### src/rtl/jb_fft_multi_cntr_if.sv
// Control/status bundle between the FFT control FSM and the multi-channel index counter.
// Latency: none, wires only.
// Backpressure: none; the master stalls counting through clk_en / enable.
// Optional macro JB_MULTI_CNTR_ERR_EN adds the sticky per-channel err status.
interface jb_fft_multi_cntr_if #(
  parameter int COUNT_WIDTH = 39,
  parameter int NUM_CH      = 4,
  parameter int STEP_WIDTH  = 16
);
  logic                          clk_en;
  logic [NUM_CH-1:0]             enable;
  logic [NUM_CH-1:0]             cascade;
  logic [NUM_CH-1:0]             mode;
  logic [NUM_CH*STEP_WIDTH-1:0]  step;
  logic [NUM_CH*COUNT_WIDTH-1:0] max_value;
  logic [NUM_CH-1:0]             load;
  logic [NUM_CH*COUNT_WIDTH-1:0] load_value;
  logic [NUM_CH*COUNT_WIDTH-1:0] cntr;
  logic [NUM_CH-1:0]             wrap;
  logic [NUM_CH-1:0]             sat;
`ifdef JB_MULTI_CNTR_ERR_EN
  logic [NUM_CH-1:0]             err;
`endif

  // Controller side: drives configuration/strobes, observes counter state.
  modport master (
    output clk_en, enable, cascade, mode, step, max_value, load, load_value,
`ifdef JB_MULTI_CNTR_ERR_EN
    input  err,
`endif
    input  cntr, wrap, sat
  );

  // Counter side.
  modport slave (
    input  clk_en, enable, cascade, mode, step, max_value, load, load_value,
`ifdef JB_MULTI_CNTR_ERR_EN
    output err,
`endif
    output cntr, wrap, sat
  );
endinterface

### src/rtl/jb_fft_multi_cntr.sv
// Multi-channel modulo/saturating index counter with carry cascade for nested FFT/PRACH loops.
// Latency: 1 clk from any input to cntr/wrap/sat.
// Backpressure: none; clk_en freezes cntr/sat, wrap drops to 0 one clk later.
// Optional macro JB_MULTI_CNTR_ERR_EN adds sticky err flags for out-of-range step/count.
module jb_fft_multi_cntr #(
  parameter int COUNT_WIDTH = 39,
  parameter int NUM_CH      = 4,
  parameter int STEP_WIDTH  = 16
) (
  input logic clk,
  input logic reset,
  jb_fft_multi_cntr_if.slave bus
);

  localparam int W1 = COUNT_WIDTH + 1;

  logic [NUM_CH*COUNT_WIDTH-1:0] cntr_q, cntr_d;
  logic [NUM_CH-1:0]             wrap_q, wrap_d;
  logic [NUM_CH-1:0]             sat_q, sat_d;
`ifdef JB_MULTI_CNTR_ERR_EN
  logic [NUM_CH-1:0]             err_q, err_d;
`endif

  // Per-channel next state; carry ripples from channel 0 upward so a full chain moves in one clk.
  always_comb begin
    logic                   chain;
    logic                   ld;
    logic                   adv;
    logic                   ev;
    logic                   hit;
    logic [W1-1:0]          cur;
    logic [W1-1:0]          mx;
    logic [W1-1:0]          mx1;
    logic [W1-1:0]          stp;
    logic [W1-1:0]          sum;
    logic [W1-1:0]          diff;
    logic [COUNT_WIDTH-1:0] nxt;

    cntr_d = cntr_q;
    wrap_d = '0;
    sat_d  = sat_q;
`ifdef JB_MULTI_CNTR_ERR_EN
    err_d  = err_q;
`endif
    // Channel 0 sees a permanent carry-in, which makes its cascade bit a don't-care.
    chain = 1'b1;
    ld    = 1'b0;
    adv   = 1'b0;
    ev    = 1'b0;
    hit   = 1'b0;
    cur   = '0;
    mx    = '0;
    mx1   = '0;
    stp   = '0;
    sum   = '0;
    diff  = '0;
    nxt   = '0;

    for (int i = 0; i < NUM_CH; i++) begin
      cur  = {1'b0, cntr_q[i*COUNT_WIDTH +: COUNT_WIDTH]};
      mx   = {1'b0, bus.max_value[i*COUNT_WIDTH +: COUNT_WIDTH]};
      mx1  = mx + W1'(1);
      stp  = W1'(bus.step[i*STEP_WIDTH +: STEP_WIDTH]);
      sum  = cur + stp;
      diff = sum - mx1;

      ld  = bus.clk_en & bus.load[i];
      adv = bus.clk_en & bus.enable[i] & ~bus.load[i] & (~bus.cascade[i] | chain);

      ev  = 1'b0;
      hit = 1'b0;
      nxt = sum[COUNT_WIDTH-1:0];
      if (!bus.mode[i]) begin
        // Wrap: an out-of-range count restarts at 0; otherwise keep the residue past max.
        if (cur > mx) begin
          nxt = '0;
          ev  = 1'b1;
        end else if (sum > mx) begin
          nxt = diff[COUNT_WIDTH-1:0];
          ev  = 1'b1;
        end
      end else begin
        // Saturate: clamp at max; only the 0->1 transition of sat counts as a carry.
        hit = (sum >= mx) | (cur > mx);
        if (hit) begin
          nxt = mx[COUNT_WIDTH-1:0];
          ev  = ~sat_q[i];
        end
      end

      if (ld) begin
        cntr_d[i*COUNT_WIDTH +: COUNT_WIDTH] = bus.load_value[i*COUNT_WIDTH +: COUNT_WIDTH];
        sat_d[i] = 1'b0;
      end else if (adv) begin
        cntr_d[i*COUNT_WIDTH +: COUNT_WIDTH] = nxt;
        if (hit) begin
          sat_d[i] = 1'b1;
        end
      end

`ifdef JB_MULTI_CNTR_ERR_EN
      if (ld) begin
        err_d[i] = 1'b0;
      end else if (adv && ((stp > mx1) || (cur > mx))) begin
        err_d[i] = 1'b1;
      end
`endif

      wrap_d[i] = adv & ev;
      chain     = adv & ev;
    end
  end

  // State registers; clk_en gating lives in the next-state terms so wrap always clears.
  always_ff @(posedge clk or posedge reset) begin
    if (reset) begin
      cntr_q <= '0;
      wrap_q <= '0;
      sat_q  <= '0;
    end else begin
      cntr_q <= cntr_d;
      wrap_q <= wrap_d;
      sat_q  <= sat_d;
    end
  end

`ifdef JB_MULTI_CNTR_ERR_EN
  // Sticky range-error flags, cleared by load or reset.
  always_ff @(posedge clk or posedge reset) begin
    if (reset) begin
      err_q <= '0;
    end else begin
      err_q <= err_d;
    end
  end

  assign bus.err = err_q;
`endif

  assign bus.cntr = cntr_q;
  assign bus.wrap = wrap_q;
  assign bus.sat  = sat_q;

endmodule

### src/flat_wrapper.sv
// flat-port wrapper written by rule: the top's interface ports become plain ports
module jb_fft_multi_cntr_flat 
#(
  parameter int COUNT_WIDTH = 39,
  parameter int NUM_CH      = 4,
  parameter int STEP_WIDTH  = 16
)
  (clk, reset, bus_clk_en, bus_enable, bus_cascade, bus_mode, bus_step, bus_max_value, bus_load, bus_load_value, bus_cntr, bus_wrap, bus_sat);
  jb_fft_multi_cntr_if #(.COUNT_WIDTH(COUNT_WIDTH), .NUM_CH(NUM_CH), .STEP_WIDTH(STEP_WIDTH)) bus_i ();
  input logic clk;
  input logic reset;
  input wire logic [$bits(bus_i.clk_en)-1:0] bus_clk_en;
  input wire logic [$bits(bus_i.enable)-1:0] bus_enable;
  input wire logic [$bits(bus_i.cascade)-1:0] bus_cascade;
  input wire logic [$bits(bus_i.mode)-1:0] bus_mode;
  input wire logic [$bits(bus_i.step)-1:0] bus_step;
  input wire logic [$bits(bus_i.max_value)-1:0] bus_max_value;
  input wire logic [$bits(bus_i.load)-1:0] bus_load;
  input wire logic [$bits(bus_i.load_value)-1:0] bus_load_value;
  output wire logic [$bits(bus_i.cntr)-1:0] bus_cntr;
  output wire logic [$bits(bus_i.wrap)-1:0] bus_wrap;
  output wire logic [$bits(bus_i.sat)-1:0] bus_sat;
  assign bus_i.clk_en = bus_clk_en;
  assign bus_i.enable = bus_enable;
  assign bus_i.cascade = bus_cascade;
  assign bus_i.mode = bus_mode;
  assign bus_i.step = bus_step;
  assign bus_i.max_value = bus_max_value;
  assign bus_i.load = bus_load;
  assign bus_i.load_value = bus_load_value;
  assign bus_cntr = bus_i.cntr;
  assign bus_wrap = bus_i.wrap;
  assign bus_sat = bus_i.sat;
  jb_fft_multi_cntr #(.COUNT_WIDTH(COUNT_WIDTH), .NUM_CH(NUM_CH), .STEP_WIDTH(STEP_WIDTH)) u_core (.clk(clk), .reset(reset), .bus(bus_i));
endmodule
### config.mk
export PLATFORM = sky130hd
export DESIGN_NAME = jb_fft_multi_cntr_flat
export DESIGN_NICKNAME = d
export VERILOG_FILES = /design/src/rtl/jb_fft_multi_cntr_if.sv /design/src/rtl/jb_fft_multi_cntr.sv /design/src/flat_wrapper.sv
export SDC_FILE = /design/constraint.sdc
export NUM_CORES = 2
export LEC_CHECK = 0
export ABC_CLOCK_PERIOD_IN_PS = 7100
export BUFFER_PORTS_ARGS = -buffer_cell sky130_fd_sc_hd__buf_2
export CAP_MARGIN = 20
export CELL_PAD_IN_SITES_DETAIL_PLACEMENT = 1
export CELL_PAD_IN_SITES_GLOBAL_PLACEMENT = 2
export CORE_UTILIZATION = 33
export CTS_CLUSTER_DIAMETER = 30
export DETAILED_ROUTE_END_ITERATION = 12
export PLACE_DENSITY_LB_ADDON = 0.1
export SETUP_SLACK_MARGIN = 0.4
export SLEW_MARGIN = 20
export SYNTH_ARGS = -nofsm -noshare
export SYNTH_HDL_FRONTEND = slang
export SYNTH_SLANG_ARGS = --single-unit
### constraint.sdc
create_clock -name clk -period 7.1 [get_ports clk]
set_input_delay 0.71 -clock clk [delete_from_list [all_inputs] [get_ports clk]]
set_output_delay 0.71 -clock clk [all_outputs]
set_load 0.05 [all_outputs]
==> implementation parameters <==
Parameter                              Value

Worst setup path
  Family of cells with the greatest summed delay on the critical path    compound AO/OA/AOI/OAI gates
  Setup slack on the worst flop-to-flop path    0.63 ns
  Critical Path End Type    register
  Start-to-end type of the worst setup path    reg2reg
  Crit path DAT    6.88 ns
  Worst Reg2Reg Path Length in Cells    25
  Bufs and invs on worst path    4
  Slowest stage cell, crit path    dfrtp_1
  RR Startpoint    u_core.bus.cntr[0]
  Max incr delay on CP    0.47 ns
  Required @ worst endpoint    7.52 ns
  Max Fanout on Critical Path    6
  Most common cell on crit path    buf_4
  Worst reg2reg endpoint    u_core.bus.cntr[134]
  Startpoint Class    register

Global routing
  Total congestion overflow    0
  Number of global-route vias before repair    32330
  Layer with the highest usage    met2
  Met3 Track Usage GR    4.781%
  Global-route wire length before repair    198900 um
  Met2 capacity usage during global routing    49.12%
  Global-route track usage on met1    40.24%
  Largest net degree at the start of global routing    72
  GR Util All Layers    29.84%
  Number of antenna violations at the first check in global routing    16

Detailed routing
  Number of detailed-routing iterations run before antenna repair    6
  Via count    31710
  Avg WL per Cell    24.09 um
  Final Routed Wirelength    131400 um
  Vias per cell    5.816
  Number of design-rule violations left by the first detailed-router iteration    1960
  Remaining DRCs    0
  Remaining number of nets flagged by the antenna check after routing    0

STA
  Endpoints failing setup    0
  Least-Margin Pin Slew    0.9517 ns
  Relative slew margins    36.49%
  Fraction of the cycle the final worst path needs    91.10%
  Final-report hold violation count    0
  Worst Skew    0.02184 ns
  Shortest clock period the worst path allows after layout    6.468 ns
  Unrepaired setup endpoints after global routing    no
  Peak clock frequency supported by timing    154.6 MHz
  Worst Hold Margin    0.2445 ns
  Slew Viols, Final    0

Clock network
  Number of buffers added by the clock tree synthesis step    17
  Clock-pin slew on the worst setup and hold paths    0.08 ns
  Number of buffers on the longest clock path    2
  H-tree depth    4
  Worst-skew pair later-pin latency    0.54 ns
  Num Clock Sinks    164
  CTS tree    built
  Buffer cell driving the clock tree root    clkbuf_16

Hold path
  Min-delay worst type    in2async

Yosys
  Yosys top cell by area    ha_1
  Sequential element share of the synthesized area    14.61%
  Top cells by area in the synthesized netlist    ha_1 (17%), dfrtp_1 (15%), a21oi_1 (6.1%), o21ai_0 (6.0%), xnor2_1 (5.4%)
  Most used flip-flop cell after synthesis    dfrtp_1
  Synth cell types    96
  Average instance area after synthesis    7.427 sq um
  Post-synth net total    4564
  FFs w/ async S/R, synth    100.0%
  Register bit count reported by yosys    164
  Count of flip-flops with a built-in enable after synthesis    0
  Area of the mapped netlist    0.02808 sq mm
  Share of the synthesized area in the top cell type    16.93%
  Warnings from Yosys    0
  Cell count after synthesis    3781

Power
  Part of the power in combinational logic    81.1%
  Sequential power share    12.0%
  Maximum vdd ir drop    252.7 uV
  Proportion of total power due to net switching    58.34%
  Power per standard cell area    487.0 mW/mm^2
  LEAKAGE    15.80 nW
  Switching component of the power    9.443 mW
  Clock power frac    6.9%
  Pint    6.742 mW

Floorplan
  Vertical extent of the die    293.7 um
  Initial Util    33.45%
  Die outline area    0.08626 sq mm
  Standard cell core area    0.08395 sq mm
  Number of cell rows    106
  Horizontal extent of the die    293.7 um
  Boundary pin count    559

Cells and area
  # nets final    5084
  Commonest cells after routing, fill and taps aside    buf_2 (557), ha_1 (380), a21oi_1 (343)
  Non-filler instance count after layout    5452
  Commonest non-fill, non-tap cell in the layout    buf_2
  # fillers    10590
  Fraction of layout cells with a size suffix above 1    17.94%
  Area delta synth->final    18.36%

Place
  Placed Instances    5409
  Final HPWL from detailed placement    106300 um
  Final Wtd Congestion    0.9088
  Count of buffers inserted at the top-level ports    557

Run
  Max-capacitance violation count    0

Status
  Outcome    finished, final reports clean
[state kept, by name, indices dropped and copies added (netlist names)]
register         count
u_core.bus.wrap      4
u_core.bus.cntr    156
u_core.bus.sat       4
[area by class of cell]
cell class	count	area (sq um)	share of cell area, %
Multi-Input combinational cell	3190	22450	67.55
Sequential cell	164	4104	12.35
Timing Repair Buffer	654	3615	10.88
Tap cell	1134	1419	4.269
Inverter	274	1036	3.117
Clock buffer	17	425.4	1.280
Clock inverter	15	177.7	0.5346
Antenna cell	4	10.01	0.03012
[layer usage]
| metal | up-vias | share of wire, % |
|---|---|---|
| met3 | 153 | 5.0 |
| li1 | 15130 | - |
| met5 | - | 0.12 |
| met2 | 764 | 46 |
| met4 | 22 | 2.2 |
| met1 | 15640 | 47 |
[how the worst max path moves through the flow]
stage	from	end	slack, ns	depth (start not counted)
4_1_cts	u_core.bus.cntr[0]	u_core.bus.cntr[79]	0.39	26
2_1_floorplan	bus_step[0]	u_core.bus.cntr[135]	1.02	24
3_3_place_gp	bus_step[0]	u_core.bus.cntr[79]	0.01	27
6_report	u_core.bus.cntr[0]	u_core.bus.cntr[134]	0.63	25
5_1_grt	u_core.bus.cntr[78]	u_core.bus.cntr[90]	0.41	25
3_5_place_dp	bus_step[0]	u_core.bus.cntr[128]	-0.05	26
[power groups by stage]
| stage | registers, mW | clock network, mW | logic, mW |
|---|---|---|---|
| final | 1.94 | 1.11 | 13.1 |
| after global routing | 2.00 | 1.15 | 14.3 |
| after CTS | 1.94 | 1.13 | 13.0 |
| after detailed placement | 1.96 | 0 | 12.9 |
| after global placement | 1.96 | 0 | 12.8 |
| after floorplan | 2.88 | 0 | 8.28 |
[metrics by stage]
step / cell area (sq um) / util [%] / setup WS [ns] / total power [mW] / TNS [ns]
final: 33240 / 39.59 / 0.6320 / 16.19 / 0
after global routing: 33230 / 39.58 / 0.4143 / 17.50 / 0
after CTS: 33110 / 39.44 / 0.3938 / 16.10 / 0
after detailed placement: 32490 / 38.70 / -0.04646 / 14.89 / -0.4382
after global placement: 32490 / 38.70 / 0.01062 / 14.79 / 0
after floorplan: 28080 / - / 1.015 / 11.15 / 0
[cells by family after synthesis]
logic type,after synthesis,share of synthesized area [%]
mux,121,4.411
fa+ha+maj,388,17.50
flops,164,14.61
xor+xnor,266,8.297
simple gates,1084,18.51
buf+inv,427,5.926
compound gates,1331,30.74
[cells in the mapped netlist (18+ instances only)]
library cell / number
ha_1: 380
a21oi_1: 344
o21ai_0: 339
nand2_1: 336
nor2_1: 290
inv_1: 272
xnor2_1: 174
dfrtp_1: 164
clkbuf_1: 110
nand3_1: 100
mux2i_1: 99
xor2_1: 92
a21o_1: 84
nand4_1: 76
o22ai_1: 62
nor3_1: 57
o21a_1: 52
a211oi_1: 49
a221oi_1: 43
o21bai_1: 40
o211ai_1: 36
and3_1: 34
buf_2: 31
o221ai_1: 30
a31oi_1: 27
nor2b_1: 25
nor4_1: 24
a22oi_1: 23
nand2b_1: 23
mux2_2: 22
a221o_1: 21
and4_1: 21
o31ai_1: 21
and2_1: 19
or3_1: 18
[what timing repair did]
item / CTS / global route
gates resized for setup: 4 / 12
pin swaps: 0 / 8
setup buffers: 0 / 6
endpoints found under the setup margin: 40 / 99
hold buffers: 0 / 0
Power figures use the tool's default switching activity.
